[src/rtl/pipelined_subtractor.sv]
// Two-stage signed subtractor: out = sat((a - b) >>> OUT_SCALE) with valid/ready
// handshakes on both sides, full backpressure and a saturation event counter.
module pipelined_subtractor #(
  parameter int A_WIDTH   = 16,
  parameter int B_WIDTH   = 16,
  parameter int OUT_WIDTH = ((A_WIDTH > B_WIDTH) ? A_WIDTH : B_WIDTH) + 1,
  parameter int OUT_SCALE = 0,
  parameter int CNT_WIDTH = 16
) (
  input  logic                        clk,
  input  logic                        arst_n_in,
  input  logic signed [A_WIDTH-1:0]   a_in,
  input  logic signed [B_WIDTH-1:0]   b_in,
  input  logic                        in_valid,
  output logic                        in_ready,
  output logic signed [OUT_WIDTH-1:0] out,
  output logic                        out_sat,
  output logic                        out_valid,
  input  logic                        out_ready,
  output logic [CNT_WIDTH-1:0]        sat_count,
  input  logic                        sat_clr
);

  localparam int STAGES = 2;
  localparam int INT_W  = A_WIDTH + B_WIDTH;
  // Compare width covers both the internal difference and the output range.
  localparam int CW     = ((INT_W > OUT_WIDTH) ? INT_W : OUT_WIDTH) + 1;
  localparam logic signed [CW-1:0] MAXV = {{(CW-OUT_WIDTH+1){1'b0}}, {(OUT_WIDTH-1){1'b1}}};
  localparam logic signed [CW-1:0] MINV = {{(CW-OUT_WIDTH+1){1'b1}}, {(OUT_WIDTH-1){1'b0}}};

  typedef struct packed {
    logic signed [INT_W-1:0] a;
    logic signed [INT_W-1:0] b;
  } s1_t;

  s1_t                         s1_q;
  logic [STAGES:1]             vld_pipe;
  logic                        adv1, adv2;
  logic signed [INT_W-1:0]     diff, shifted;
  logic signed [CW-1:0]        shc;
  logic signed [OUT_WIDTH-1:0] res;
  logic                        sat;

  assign adv2      = !vld_pipe[2] | out_ready;
  assign adv1      = !vld_pipe[1] | adv2;
  assign in_ready  = adv1;
  assign out_valid = vld_pipe[2];

  assign diff    = s1_q.a - s1_q.b;
  assign shifted = diff >>> OUT_SCALE;
  assign shc     = CW'(shifted);

  always_comb begin
    res = shc[OUT_WIDTH-1:0];
    sat = 1'b0;
    if (shc > MAXV) begin
      res = MAXV[OUT_WIDTH-1:0];
      sat = 1'b1;
    end else if (shc < MINV) begin
      res = MINV[OUT_WIDTH-1:0];
      sat = 1'b1;
    end
  end

  always_ff @(posedge clk or negedge arst_n_in) begin
    if (!arst_n_in) begin
      vld_pipe <= '0;
      s1_q     <= '0;
      out      <= '0;
      out_sat  <= 1'b0;
    end else begin
      if (adv1) vld_pipe[1] <= in_valid;
      if (in_valid && adv1) begin
        s1_q.a <= INT_W'(a_in);
        s1_q.b <= INT_W'(b_in);
      end
      if (adv2) begin
        vld_pipe[2] <= vld_pipe[1];
        out         <= res;
        out_sat     <= sat;
      end
    end
  end

  // Counts saturated results actually taken downstream; sticks at all-ones.
  always_ff @(posedge clk or negedge arst_n_in) begin
    if (!arst_n_in)
      sat_count <= '0;
    else if (sat_clr)
      sat_count <= '0;
    else if (out_valid && out_ready && out_sat && !(&sat_count))
      sat_count <= sat_count + CNT_WIDTH'(1);
  end

endmodule

[config.mk]
export PLATFORM = sky130hd
export DESIGN_NAME = pipelined_subtractor
export DESIGN_NICKNAME = d
export VERILOG_FILES = /design/src/rtl/pipelined_subtractor.sv
export SDC_FILE = /design/constraint.sdc
export NUM_CORES = 1
export LEC_CHECK = 0
export CAP_MARGIN = 30
export CORE_UTILIZATION = 30
export DETAILED_ROUTE_END_ITERATION = 12
export PLACE_DENSITY = 0.61
export SYNTH_ARGS = -nofsm -noshare
export SYNTH_HDL_FRONTEND = slang
export SYNTH_SLANG_ARGS = --single-unit
[constraint.sdc]
create_clock -name clk -period 2.75 [get_ports clk]
set_input_delay 0.6875 -clock clk [delete_from_list [all_inputs] [get_ports clk]]
set_output_delay 0.6875 -clock clk [all_outputs]
set_load 0.02 [all_outputs]
**Yosys cells after proc, flatten, opt, wreduce, memory -nomap -nowiden**

Index checks and enable logic that the tools add are counted.

- Add/sub/neg operators: 2
- Magnitude comparators: 2
- Muxes and demuxes: 6
- Bitwise operators: 2
- Reduce and logical (&&, ||, !) cells: 9

Operators by type and width:

| cell | number |
|---|---|
| $mux 17 | 2 |
| $mux 16 | 2 |
| $gt 17x17->1 const B | 1 |
| $lt 17x17->1 const B | 1 |
| $sub 16x16->17 | 1 |
| $add 16x1->16 const B | 1 |
| $reduce_and 16->1 | 1 |
| $logic_and 1x1->1 | 4 |
| $logic_not 1->1 | 3 |
| $mux 1 | 2 |
| $or 1x1->1 | 2 |
| $reduce_bool 2->1 | 1 |

- Register bits after elaboration: 68
- Input bits: 37
- Output and inout port bits: 36
- Logic and storage cells: 28

**Depth between registers and ports, before layout**

- Depth in word-level cells: 5
- Depth in mapped cells: 8
- Gate-level depth less buffers: 8

**Worst setup path before layout**

Ideal clock, no wire load.

- Kind: register -> register
- Start point: register s1_q[0] (netlist bit)
- End point: register out[10]
- Library setup time: 0.086 ns
- Arrival: 1.948 ns
- Required time: 2.664 ns
- Setup slack: 0.716 ns
- Cell stages (with the launch flop): 8
- Buffers on the path: 0
- Path through: dfrtp_1 > ha_1 > fa_1 > and2b_4 > o2111ai_2 > a21o_1 > o211a_1 > nor3_1

- Word-level cells in the longest chain between the ends: 4
- Elaborated cells between the ends (all ways): 5
- Classes of those cells: add/sub (1); order compare (2); mux (2)

RTL lines:

| what | RTL line | source |
|---|---|---|
| from (decl) | 36 | `s1_t s1_q;` |
| $sub 16x16->17 * | 49 | `assign diff = s1_q.a - s1_q.b;` |
| $lt 17x17->1 | 59 | `end else if (shc < MINV) begin` |
| $mux 17 | 59 |  |
| $mux 17 * | 56 | `if (shc > MAXV) begin` |
| to (signal assigned) | 79 | `out <= res;` |
| to (decl) | 16 | `output logic signed [OUT_WIDTH-1:0] out,` |

Every way passes the cells marked *; elsewhere a longest branch is shown, timed or not.
A chain may end at the register's enable or synchronous reset.

**Final worst setup path**

- Start point: input port out_ready
- End point: output port in_ready

- Word-level cells in the longest chain between the ends: 2

RTL lines:

| what | RTL line | source |
|---|---|---|
| from (decl) | 19 | `input logic out_ready,` |
| $or 1x1->1 | 44 | `assign adv2 = !vld_pipe[2] \| out_ready;` |
| $or 1x1->1 | 45 | `assign adv1 = !vld_pipe[1] \| adv2;` |
| to (decl) | 15 | `output logic in_ready,` |

Every way passes these cells.

==> results.toml <==
[clocking]
cts_tree = "built"
ctsResizeCount = 0
cts_made_buffers = 9
cts_hold_buffers = 0
cts.sinks = 68
cts-htree-levels = 3
clkSlewWorstSetupHoldPaths_ns = 0.05
post-cts-setup-buffers = 0
clk_latency_ns = 0.33
cts-root-buf = "clkbuf_16"
max-clock-path-buffers = 2

[sta]
drv_slew = 0
tns_ns = 0
setup_violations = 0
final_hold_viol_count = 0
period_minus_slack_ns = 2.66
worst_slew_pin_slew_ns = 0.690
finalCritPeriodShare = 0.968
rsz0062_at_grt = "false"
fmax_mhz = 376
fin_skew_ns = 0.00742
relSlewSlack = 0.540

[critical_path]
crit_path_end = "in_ready"
crit_path_start_kind = "primary input"
worstPathCellList = "clkdlybuf4s50_1 > nor2b_1 > nand2_1 > clkdlybuf4s50_1"
cpMaxStageDelayCell = "clkdlybuf4s50_1"
required_ns = 2.06
critPathMaxStageDelay_ns = 0.60
critPathMaxFanout = 4
crit_arrival_ns = 1.97
cp-end-kind = "primary output"
path_class = "in2out"
reg2reg_depth = 7
reg2reg_setup_slack_ns = 0.54
cp_common_cell = "clkdlybuf4s50_1"
setup.worst_path.start = "out_ready"
rr_endpoint = "out[10]"
r2r_start = "s1_q[0]"

[global_route]
gr-total-overflow = 0
track_usage = 0.138
antenna_found_initial = 0
grt_pass1_wl_um = 14200
grt_pass1_vias = 2942
grt_max_degree = 33

[finish]
fin_nets = 502
diodes = 0
layout-drive-gt1-share = 0.133
syn2layout_area_growth_pct = 29.2

[drt]
drt-total-wl_um = 8320
ant_nets = 0
dr.pass1.iters = 4
wl_per_cell_um = 13.4
vias = 2973
drc_errors = 0
drt_iter0_drc = 156
drt-vias-per-instance = 4.80

[yosys]
yosysMostFrequentCell = "dfrtp_1"
yosysSeqAreaShare = 0.444
synth_top_area_share = 0.444
async_flop_share = 1.00
synth_top_cells_by_count = "dfrtp_1, nor2_1, mux2_2"
synth_cell_type_count = 54
syn_area_um2 = 3830
syn_inst = 374
avgSynthCellArea_um2 = 10.2
syn_nets = 429
ys_seq_elements = 68
synth_top_cell_by_area = "dfrtp_1"
synth_flop_cell = "dfrtp_1"
synth_area_leaders = "dfrtp_1, mux2_2, ha_1"
synth_edf_count = 0
yosysWarnings = 0

[die]
dieWidth_um = 115
coreArea_um2 = 12200
die_area_um2 = 13200
io_pins = 73
die-height_um = 115
rows = 40
start_util = 0.314

[place]
gp_congestion = 0.835
io_buffer_count = 72
place_hpwl_um = 6160

[flow_run]
drv_cap = 0

[power_and_ir_drop]
power_density_nw_per_um2 = 732
leakage_uw = 0.00210
total_power_uw = 3620
ir_worst_vdd_mv = 0.296

[worst_hold_path]
holdCritPathClass = "in2async"

[run_status]
status = "finished, final reports clean"
[where the power goes]
part,switching [uW],internal [uW]
sequential,106,1190
combinational,692,603
clock,402,632
total,1200,2420
[metal layers]
metal,track usage,vias up,part of all wire,routed length [um]
met5,0,-,0,0
met4,0.0519,0,0.012,101
met3,0.0327,11,0.050,414
met2,0.218,70,0.45,3710
met1,0.183,1414,0.49,4100
li1,-,1478,-,-
[worst min-delay path by stage]
stage | start | end | cells after the start | slack (ns)
after floorplan | arst_n_in | out[0] | 0 | 0.39
after global placement | vld_pipe[1] | vld_pipe[2] | 1 | 0.46
after detailed placement | vld_pipe[1] | vld_pipe[2] | 1 | 0.47
after CTS | arst_n_in | sat_count[6] | 1 | 0.42
after global routing | arst_n_in | sat_count[6] | 1 | 0.45
final | arst_n_in | sat_count[6] | 1 | 0.40
[layout make-up]
type	instances	area (um^2)
fill	1238	7260
clock inverter	2	10.0
multi-input combinational	268	1900
tap	168	210
clock buffer	14	254
inverter	21	78.8
timing repair buffer	79	793
sequential	68	1700
[metrics by stage]
| stage | instances | util | hold slack (ns) | worst slack [ns] | cell area, um^2 |
|---|---|---|---|---|---|
| after floorplan | 374 | - | 0.392 | 0.716 | 3830 |
| after global placement | 604 | 0.384 | 0.455 | 0.125 | 4690 |
| after detailed placement | 604 | 0.384 | 0.470 | 0.111 | 4690 |
| after CTS | 620 | 0.405 | 0.417 | 0.0971 | 4950 |
| after global routing | 620 | 0.405 | 0.446 | 0.0250 | 4950 |
| final | 620 | 0.405 | 0.399 | 0.0886 | 4950 |
[critical path: cells and delay by family]
family / cells / cell delay (ns)
and+or+nand+nor: 2 / 0.16
buffers and inverters: 2 / 1.11
[flip-flops by register name, summed over array words and instances, names as in the netlist]
register	count
vld_pipe	2
out	17
sat_count	16
out_sat	1
s1_q	32
[layout by cell type (no fill, tap or decap), types with 2 or more instances in the layout]
cell / n
nand2_1: 23
nand3_1: 11
a211oi_1: 2
nor2_1: 37
clkbuf_16: 9
o211ai_1: 4
and3_1: 6
nor4_1: 2
mux2i_1: 2
inv_1: 21
a21o_1: 4
o31ai_2: 2
nand4_1: 7
a21oi_1: 19
a21boi_0: 2
clkdlybuf4s50_1: 71
and4_1: 2
o22ai_1: 2
clkbuf_1: 4
a31oi_1: 3
nand2b_1: 7
clkinv_2: 2
xnor2_1: 5
o31ai_1: 3
nor3_1: 16
o21a_1: 6
mux2_2: 29
o21ai_0: 15
xor2_1: 16
dfrtp_1: 68
mux2_1: 3
nand4_2: 2
buf_4: 5
o2111ai_1: 2
nor2b_1: 2
ha_1: 17
buf_12: 2
[kinds of logic (layout without fill, tap and decap cells)]
| kind of cell | count (synthesis) | in the layout | share of synthesized area |
|---|---|---|---|
| AO/OA/AOI/OAI | 75 | 75 | 0.134 |
| buffers and inverters | 38 | 116 | 0.0594 |
| AND/OR/NAND/NOR | 120 | 120 | 0.155 |
| multiplexers | 34 | 34 | 0.0992 |
| adder cells (fa/ha/maj) | 18 | 18 | 0.0607 |
| flip-flops | 68 | 68 | 0.444 |
| XOR/XNOR | 21 | 21 | 0.0480 |
Power figures use the tool's default switching activity.
